===== src/rtl/pivot_rom_arbiter_if.sv =====
// pivot_rom_arbiter_if
//   Bundles the two client toggle-handshake ports, the SDRAM ROM toggle
//   port, the tag-invalidate strobe and the busy flag.
//   slave  : arbiter view (clients/SDRAM/inval in, acks/data/sdr_req out)
//   master : environment view (the side that issues client requests and
//            answers the SDRAM channel)
interface pivot_rom_arbiter_if;
  logic [26:0] c0_addr;
  logic        c0_req;
  logic        c0_ack;
  logic [15:0] c0_data;
  logic [26:0] c1_addr;
  logic        c1_req;
  logic        c1_ack;
  logic [15:0] c1_data;
  logic [26:0] sdr_addr;
  logic        sdr_req;
  logic        sdr_ack;
  logic [15:0] sdr_data;
  logic        inval;
  logic        busy;

  modport slave (
    input  c0_addr, c0_req, c1_addr, c1_req, sdr_ack, sdr_data, inval,
    output c0_ack, c0_data, c1_ack, c1_data, sdr_addr, sdr_req, busy
  );

  modport master (
    output c0_addr, c0_req, c1_addr, c1_req, sdr_ack, sdr_data, inval,
    input  c0_ack, c0_data, c1_ack, c1_data, sdr_addr, sdr_req, busy
  );
endinterface


===== src/rtl/pivot_rom_arbiter.sv =====
// pivot_rom_arbiter
//   Shares one toggle-handshake SDRAM ROM channel between two toggle-handshake
//   clients (0 = pivot/ROZ pixel fetch, 1 = secondary fetch). Each client keeps
//   a one-word hit register so repeated reads of the same 16-bit word are
//   answered locally in one clock. Client 0 has fixed priority; client 1 is
//   forced after STARVE_MAX consecutive client-0 grants while it waits.
// Ports
//   clk, reset : clock, asynchronous active-high reset
//   bus        : pivot_rom_arbiter_if.slave (client ports, SDRAM port, inval, busy)
// Parameters
//   STARVE_MAX : client-0 grants tolerated while client 1 pends
//   HIT_EN     : 1 enables the per-client hit registers

// Per-client ack/data/tag state. The data register doubles as the hold word:
// it only ever changes on a fill, so it always carries the last fetched word.
module pivot_rom_client #(
  parameter int HIT_EN = 1
) (
  input  logic        clk,
  input  logic        reset,
  input  logic        inval,
  input  logic        req,
  input  logic [25:0] addr_w,
  input  logic        hit_take,
  input  logic        fill_take,
  input  logic        fill_keep,
  input  logic [25:0] fill_tag,
  input  logic [15:0] fill_data,
  output logic        ack,
  output logic [15:0] data,
  output logic        pend,
  output logic        hit
);
  logic [25:0] tag;
  logic        tag_vld;

  assign pend = req ^ ack;
  // inval beats a hit in the same cycle; the request then goes to SDRAM
  assign hit  = (HIT_EN != 0) && tag_vld && (tag == addr_w) && !inval;

  always_ff @(posedge clk or posedge reset) begin
    if (reset) begin
      ack     <= 1'b0;
      data    <= '0;
      tag     <= '0;
      tag_vld <= 1'b0;
    end else begin
      if (hit_take) begin
        ack <= req;
      end else if (fill_take) begin
        ack  <= req;
        data <= fill_data;
        tag  <= fill_tag;
      end
      if (fill_take)  tag_vld <= fill_keep & ~inval;
      else if (inval) tag_vld <= 1'b0;
    end
  end
endmodule

module pivot_rom_arbiter #(
  parameter int STARVE_MAX = 4,
  parameter int HIT_EN     = 1
) (
  input logic               clk,
  input logic               reset,
  pivot_rom_arbiter_if.slave bus
);
  localparam int NCLI = 2;
  localparam int SW   = $clog2(STARVE_MAX + 1);

  typedef enum logic [1:0] {SYNC, IDLE, WAIT} state_t;

  state_t                     state;
  logic [NCLI-1:0]            req, ack, pend, hit, hit_take, fill_take;
  logic [NCLI-1:0][25:0]      addr_w;
  logic [NCLI-1:0][15:0]      data;
  logic [SW-1:0]              starve;
  logic                       gnt, gnt_q, any_pend, inval_seen, sdr_done;
  logic                       sdr_req_q, busy_q;
  logic [26:0]                sdr_addr_q;
  logic                       unused_addr_lsb;

  assign req             = {bus.c1_req, bus.c0_req};
  assign addr_w          = {bus.c1_addr[26:1], bus.c0_addr[26:1]};
  assign unused_addr_lsb = bus.c0_addr[0] ^ bus.c1_addr[0];

  assign bus.c0_ack   = ack[0];
  assign bus.c1_ack   = ack[1];
  assign bus.c0_data  = data[0];
  assign bus.c1_data  = data[1];
  assign bus.sdr_addr = sdr_addr_q;
  assign bus.sdr_req  = sdr_req_q;
  assign bus.busy     = busy_q;

  assign sdr_done = (bus.sdr_ack == sdr_req_q);
  assign any_pend = |pend;

  // Grant: forced client 1 when starved, else client 0 if pending, else 1.
  always_comb begin
    if (pend[1] && starve == SW'(STARVE_MAX)) gnt = 1'b1;
    else                                       gnt = !pend[0];
  end

  always_comb begin
    hit_take  = '0;
    fill_take = '0;
    if (state == IDLE && any_pend && hit[gnt]) hit_take[gnt]   = 1'b1;
    if (state == WAIT && sdr_done)             fill_take[gnt_q] = 1'b1;
  end

  for (genvar i = 0; i < NCLI; i++) begin : g_cli
    pivot_rom_client #(.HIT_EN(HIT_EN)) u_cli (
      .clk       (clk),
      .reset     (reset),
      .inval     (bus.inval),
      .req       (req[i]),
      .addr_w    (addr_w[i]),
      .hit_take  (hit_take[i]),
      .fill_take (fill_take[i]),
      .fill_keep (!inval_seen),
      .fill_tag  (sdr_addr_q[26:1]),
      .fill_data (bus.sdr_data),
      .ack       (ack[i]),
      .data      (data[i]),
      .pend      (pend[i]),
      .hit       (hit[i])
    );
  end

  always_ff @(posedge clk or posedge reset) begin
    if (reset) begin
      state      <= SYNC;
      busy_q     <= 1'b1;
      sdr_req_q  <= 1'b0;
      sdr_addr_q <= '0;
      gnt_q      <= 1'b0;
      starve     <= '0;
      inval_seen <= 1'b0;
    end else begin
      case (state)
        // An access may have been in flight when reset hit; let it drain
        // without acking any client.
        SYNC: if (sdr_done) begin
          state  <= IDLE;
          busy_q <= 1'b0;
        end
        IDLE: begin
          if (!pend[1] || gnt)                starve <= '0;
          else if (starve != SW'(STARVE_MAX)) starve <= starve + 1'b1;
          if (any_pend && !hit[gnt]) begin
            sdr_addr_q <= {addr_w[gnt], 1'b0};
            sdr_req_q  <= ~sdr_req_q;
            gnt_q      <= gnt;
            inval_seen <= bus.inval;
            state      <= WAIT;
            busy_q     <= 1'b1;
          end
        end
        WAIT: begin
          // A fill that overlapped an invalidate may be stale: deliver it
          // but do not trust it as a tag.
          inval_seen <= inval_seen | bus.inval;
          if (sdr_done) begin
            state  <= IDLE;
            busy_q <= 1'b0;
          end
        end
        default: begin
          state  <= SYNC;
          busy_q <= 1'b1;
        end
      endcase
    end
  end
endmodule


===== src/flat_wrapper.sv =====
// flat-port wrapper written by rule: the top's interface ports become plain ports
module pivot_rom_arbiter_flat 
#(
  parameter int STARVE_MAX = 4,
  parameter int HIT_EN     = 1
)
  (clk, reset, bus_c0_addr, bus_c0_req, bus_c1_addr, bus_c1_req, bus_sdr_ack, bus_sdr_data, bus_inval, bus_c0_ack, bus_c0_data, bus_c1_ack, bus_c1_data, bus_sdr_addr, bus_sdr_req, bus_busy);
  pivot_rom_arbiter_if bus_i ();
  input logic clk;
  input logic reset;
  input wire logic [$bits(bus_i.c0_addr)-1:0] bus_c0_addr;
  input wire logic [$bits(bus_i.c0_req)-1:0] bus_c0_req;
  input wire logic [$bits(bus_i.c1_addr)-1:0] bus_c1_addr;
  input wire logic [$bits(bus_i.c1_req)-1:0] bus_c1_req;
  input wire logic [$bits(bus_i.sdr_ack)-1:0] bus_sdr_ack;
  input wire logic [$bits(bus_i.sdr_data)-1:0] bus_sdr_data;
  input wire logic [$bits(bus_i.inval)-1:0] bus_inval;
  output wire logic [$bits(bus_i.c0_ack)-1:0] bus_c0_ack;
  output wire logic [$bits(bus_i.c0_data)-1:0] bus_c0_data;
  output wire logic [$bits(bus_i.c1_ack)-1:0] bus_c1_ack;
  output wire logic [$bits(bus_i.c1_data)-1:0] bus_c1_data;
  output wire logic [$bits(bus_i.sdr_addr)-1:0] bus_sdr_addr;
  output wire logic [$bits(bus_i.sdr_req)-1:0] bus_sdr_req;
  output wire logic [$bits(bus_i.busy)-1:0] bus_busy;
  assign bus_i.c0_addr = bus_c0_addr;
  assign bus_i.c0_req = bus_c0_req;
  assign bus_i.c1_addr = bus_c1_addr;
  assign bus_i.c1_req = bus_c1_req;
  assign bus_i.sdr_ack = bus_sdr_ack;
  assign bus_i.sdr_data = bus_sdr_data;
  assign bus_i.inval = bus_inval;
  assign bus_c0_ack = bus_i.c0_ack;
  assign bus_c0_data = bus_i.c0_data;
  assign bus_c1_ack = bus_i.c1_ack;
  assign bus_c1_data = bus_i.c1_data;
  assign bus_sdr_addr = bus_i.sdr_addr;
  assign bus_sdr_req = bus_i.sdr_req;
  assign bus_busy = bus_i.busy;
  pivot_rom_arbiter #(.STARVE_MAX(STARVE_MAX), .HIT_EN(HIT_EN)) u_core (.clk(clk), .reset(reset), .bus(bus_i));
endmodule

===== config.mk =====
export PLATFORM = sky130hd
export DESIGN_NAME = pivot_rom_arbiter_flat
export DESIGN_NICKNAME = d
export VERILOG_FILES = /design/src/rtl/pivot_rom_arbiter_if.sv /design/src/rtl/pivot_rom_arbiter.sv /design/src/flat_wrapper.sv
export SDC_FILE = /design/constraint.sdc
export NUM_CORES = 1
export LEC_CHECK = 0
export BUFFER_PORTS_ARGS = -buffer_cell sky130_fd_sc_hd__buf_2
export CORE_MARGIN = 3
export CORE_UTILIZATION = 30
export DETAILED_ROUTE_END_ITERATION = 10
export GPL_TIMING_DRIVEN = 0
export REMOVE_ABC_BUFFERS = 1
export SLEW_MARGIN = 20
export SYNTH_ARGS = -nofsm -noshare
export SYNTH_HDL_FRONTEND = slang
export SYNTH_SLANG_ARGS = --single-unit

===== constraint.sdc =====
create_clock -name clk -period 4.1 [get_ports clk]
set_input_delay 0 -clock clk [delete_from_list [all_inputs] [get_ports clk]]
set_output_delay 0 -clock clk [all_outputs]
set_load 0.1 [all_outputs]

==> results by group <==
Route
  – Vias: 4693
  – Detailed-routed wire length on met2: 7727 um
  – Met3 wire len: 930 um
  – Remaining DRCs: 0
  – Top sig layer: met4
  – Metal-1 WL: 7568 um
  – Antenna viol nets, final: 0
  – Final WL: 16420 um
  – Initial DRC Count: 167
  – Mean number of vias per cell: 4.487
  – Average wire length per cell after detail routing: 15.70 um
  – First-pass iteration count of the detailed router: 4

Layout
  – Synth-to-layout area growth: 41.29%
  – Finished Core Util: 43.67%
  – Net count of the finished layout: 851
  – Filler cells: 1830
  – Cell Count, Final, Fillers Out: 1046
  – Proportion of layout cells with a drive suffix above 1: 31.93%
  – # diodes: 0
  – Area of all placed cells without fillers: 8250 sq um

Clock tree
  – CTS root buf: clkbuf_16
  – Post-CTS Repair Setup Buffers: 0
  – Clock transition at the registers of the reported paths: 60 ps
  – TritonCTS clock tree: built
  – Clock sink count: 123
  – H-tree lvl count: 4
  – Quantity of gates resized following cts: 0
  – Insertion delay of the later-clocked pin in the worst-skew pair: 410 ps
  – Total clock buffers created by CTS: 17
  – Buffers from clock root to sink, at most: 2
  – Post-CTS Hold Buffers: 73

Flow run
  – Number of max-capacitance violations reported: 0

Synth
  – Number of library cell types mapped by synthesis: 42
  – Number of register bits inferred by synthesis: 123
  – Post-synthesis instance area: 5839 sq um
  – Share of flip-flops with an asynchronous set or reset after synthesis: 100.0%
  – Synth warn: 0
  – Number of enable-type register cells in the synthesized netlist: 0
  – Predominant post-synthesis flop cell: dfrtp_1
  – Per-instance average area after synthesis: 10.39 sq um
  – Synthesized instance count: 562
  – Register area share after synthesis: 52.73%

Setup path
  – Worst-path cell chain: xor2_1, o21a_2, nand4_1, o22ai_2, nor2_4, buf_16, mux2_4
  – Setup slack of the worst register-to-register path: 1210 ps
  – CP arrival: 3180 ps
  – Capturing element type of the critical path: flop
  – Crit path kind: reg2reg
  – Largest driver fanout on the critical path: 29
  – Startpoint type of the worst setup path: flop
  – CP required: 4390 ps
  – Highest-delay cell along the critical path: o21a_2
  – Crit-path max cell delay: 720 ps

GRT
  – Wire length of the first global-routing pass: 26660 um
  – Leftover overflow at the end of global routing: 0
  – Overall global routing resource usage: 15.90%
  – Via count of the first global-routing pass: 4946
  – Maximum number of pins on one net before global-route repair: 90
  – Number of antenna violations at the first check in global routing: 0

Floorplanning
  – Number of primary I/O pins: 139
  – Horiz. Die Dim: 145.5 um
  – Initial Utilization: 30.91%
  – Die Area: 21170 sq um
  – Vertical die dimension: 145.5 um
  – Number of core rows: 50
  – Area of the placeable core: 18890 sq um

STA
  – Worst-margin pin slew: 771.4 ps
  – Slew Limit Headroom: 48.57%
  – Period utilization: 70.60%
  – Setup-violating endpoint count in the final report: 0
  – Number of max-slew violations in the final report: 0
  – Setup repair after global routing missed its margin: false
  – Worst clock skew on the final layout: 7.645 ps
  – Clock period minus worst slack: 2894 ps
  – Maximum clock frequency: 345.5 MHz
  – Final TNS setup: 0 ps
  – Final hold violation count: 0

Place
  – Total placed instance area: 6922 sq um
  – Port-buffer cells: 135
  – Detailed-placement wirelength estimate: 10760 um
  – Placer congestion estimate: 0.7780
  – Placed Cells: 941

Hold path
  – Worst min-delay path class: in2async

Status
  – Result of the run: finished, final reports clean
==> cells in the final DEF (no fill, tap or decap), types with 8 or more instances in the layout <==
| master | instances |
|---|---|
| nand2_1 | 209 |
| buf_2 | 135 |
| dfrtp_1 | 122 |
| dlygate4sd3_1 | 73 |
| xor2_1 | 50 |
| mux2_2 | 50 |
| mux2_4 | 19 |
| nor4_1 | 18 |
| clkbuf_16 | 17 |
| nand4_1 | 9 |
| nor2_1 | 8 |
==> cells by family (layout without fill, tap and decap cells) <==
logic type | after synthesis | in the layout | synth area share (%)
AND/OR/NAND/NOR | 264 | 264 | 19.11
flip-flops | 123 | 123 | 52.73
multiplexers | 71 | 71 | 14.91
XOR/XNOR | 56 | 56 | 8.528
buffers and inverters | 27 | 251 | 2.164
AO/OA/AOI/OAI | 18 | 18 | 2.057
adder cells (fa/ha/maj) | 2 | 2 | 0.4285
other | 1 | 1 | 0.06422
==> final timing paths <==
kind	from	endpoint	cells after the start
worst max-delay path	u_core.g_cli[0].u_cli.ack	u_core.bus.sdr_addr[13]	7
worst min-delay path	reset	u_core.g_cli[0].u_cli.data[11]	3
worst max register to register	u_core.g_cli[0].u_cli.ack	u_core.bus.sdr_addr[13]	7
worst min register to register	u_core.g_cli[1].u_cli.data[6]	u_core.g_cli[1].u_cli.data[6]	2
max in group asynchronous	reset	u_core.bus.busy	4
min in group clk	bus_sdr_data[11]	u_core.g_cli[1].u_cli.data[11]	4
==> flip-flops by register name (all words and copies together) (netlist names), 2 cells and up <==
name,cells
u_core.bus.sdr_addr,26
u_core.g_cli.u_cli.tag_vld,2
u_core.g_cli.u_cli.ack,2
u_core.g_cli.u_cli.tag,52
u_core.g_cli.u_cli.data,32
u_core.starve,3
u_core.state,2
==> final cells by class <==
class	instances	area, sq um	area share (%)
clock buffers	25	485.5	5.884
clock inverters	7	112.6	1.365
inverters	5	27.53	0.3336
multi-input cells	412	2664	32.29
flip-flops and latches	123	3079	37.32
well taps	260	325.3	3.943
repair buffers	214	1556	18.87
==> stage by stage <==
step           setup WS (ps)  hold slack, ps
6_report                1206           101.6
5_1_grt                 1032           110.3
4_1_cts                 1201           94.12
3_5_place_dp            1220          -8.105
3_3_place_gp           -1367           206.1
2_1_floorplan          177.9           66.41
==> Yosys cell counts (4+ instances only) <==
cell / count / area (sq um)
nand2_1: 209 / 784.5
dfrtp_1: 122 / 3053
mux2_2: 50 / 563.0
xor2_1: 50 / 437.9
mux2_4: 19 / 285.3
nor4_1: 18 / 112.6
clkbuf_1: 13 / 48.80
nand4_1: 9 / 56.30
nor2_1: 8 / 30.03
buf_2: 5 / 25.02
nor3_1: 5 / 25.02
o21ai_0: 5 / 25.02
xnor2_1: 5 / 43.79
a21oi_1: 4 / 20.02
nand2b_1: 4 / 25.02
==> per-layer routing <==
metal	vias to the layer above	global-route usage, %
met5	-	0
met2	136	26.13
li1	2287	-
met4	0	3.656
met3	12	4.734
met1	2258	20.84
==> critical path, delay by kind of cell (launching register included) <==
family                    cells  cell delay (ps)
AOI/OAI and AO/OA             2             1070
and+or+nand+nor               2              410
DFF                           1              400
xor gates and xnor gates      1              350
muxes                         1              310
buffers and inverters         1              220
Power is left out: the tool's default activity adds up to more than one toggle a clock period on the data nets, which glitch-free logic cannot reach.
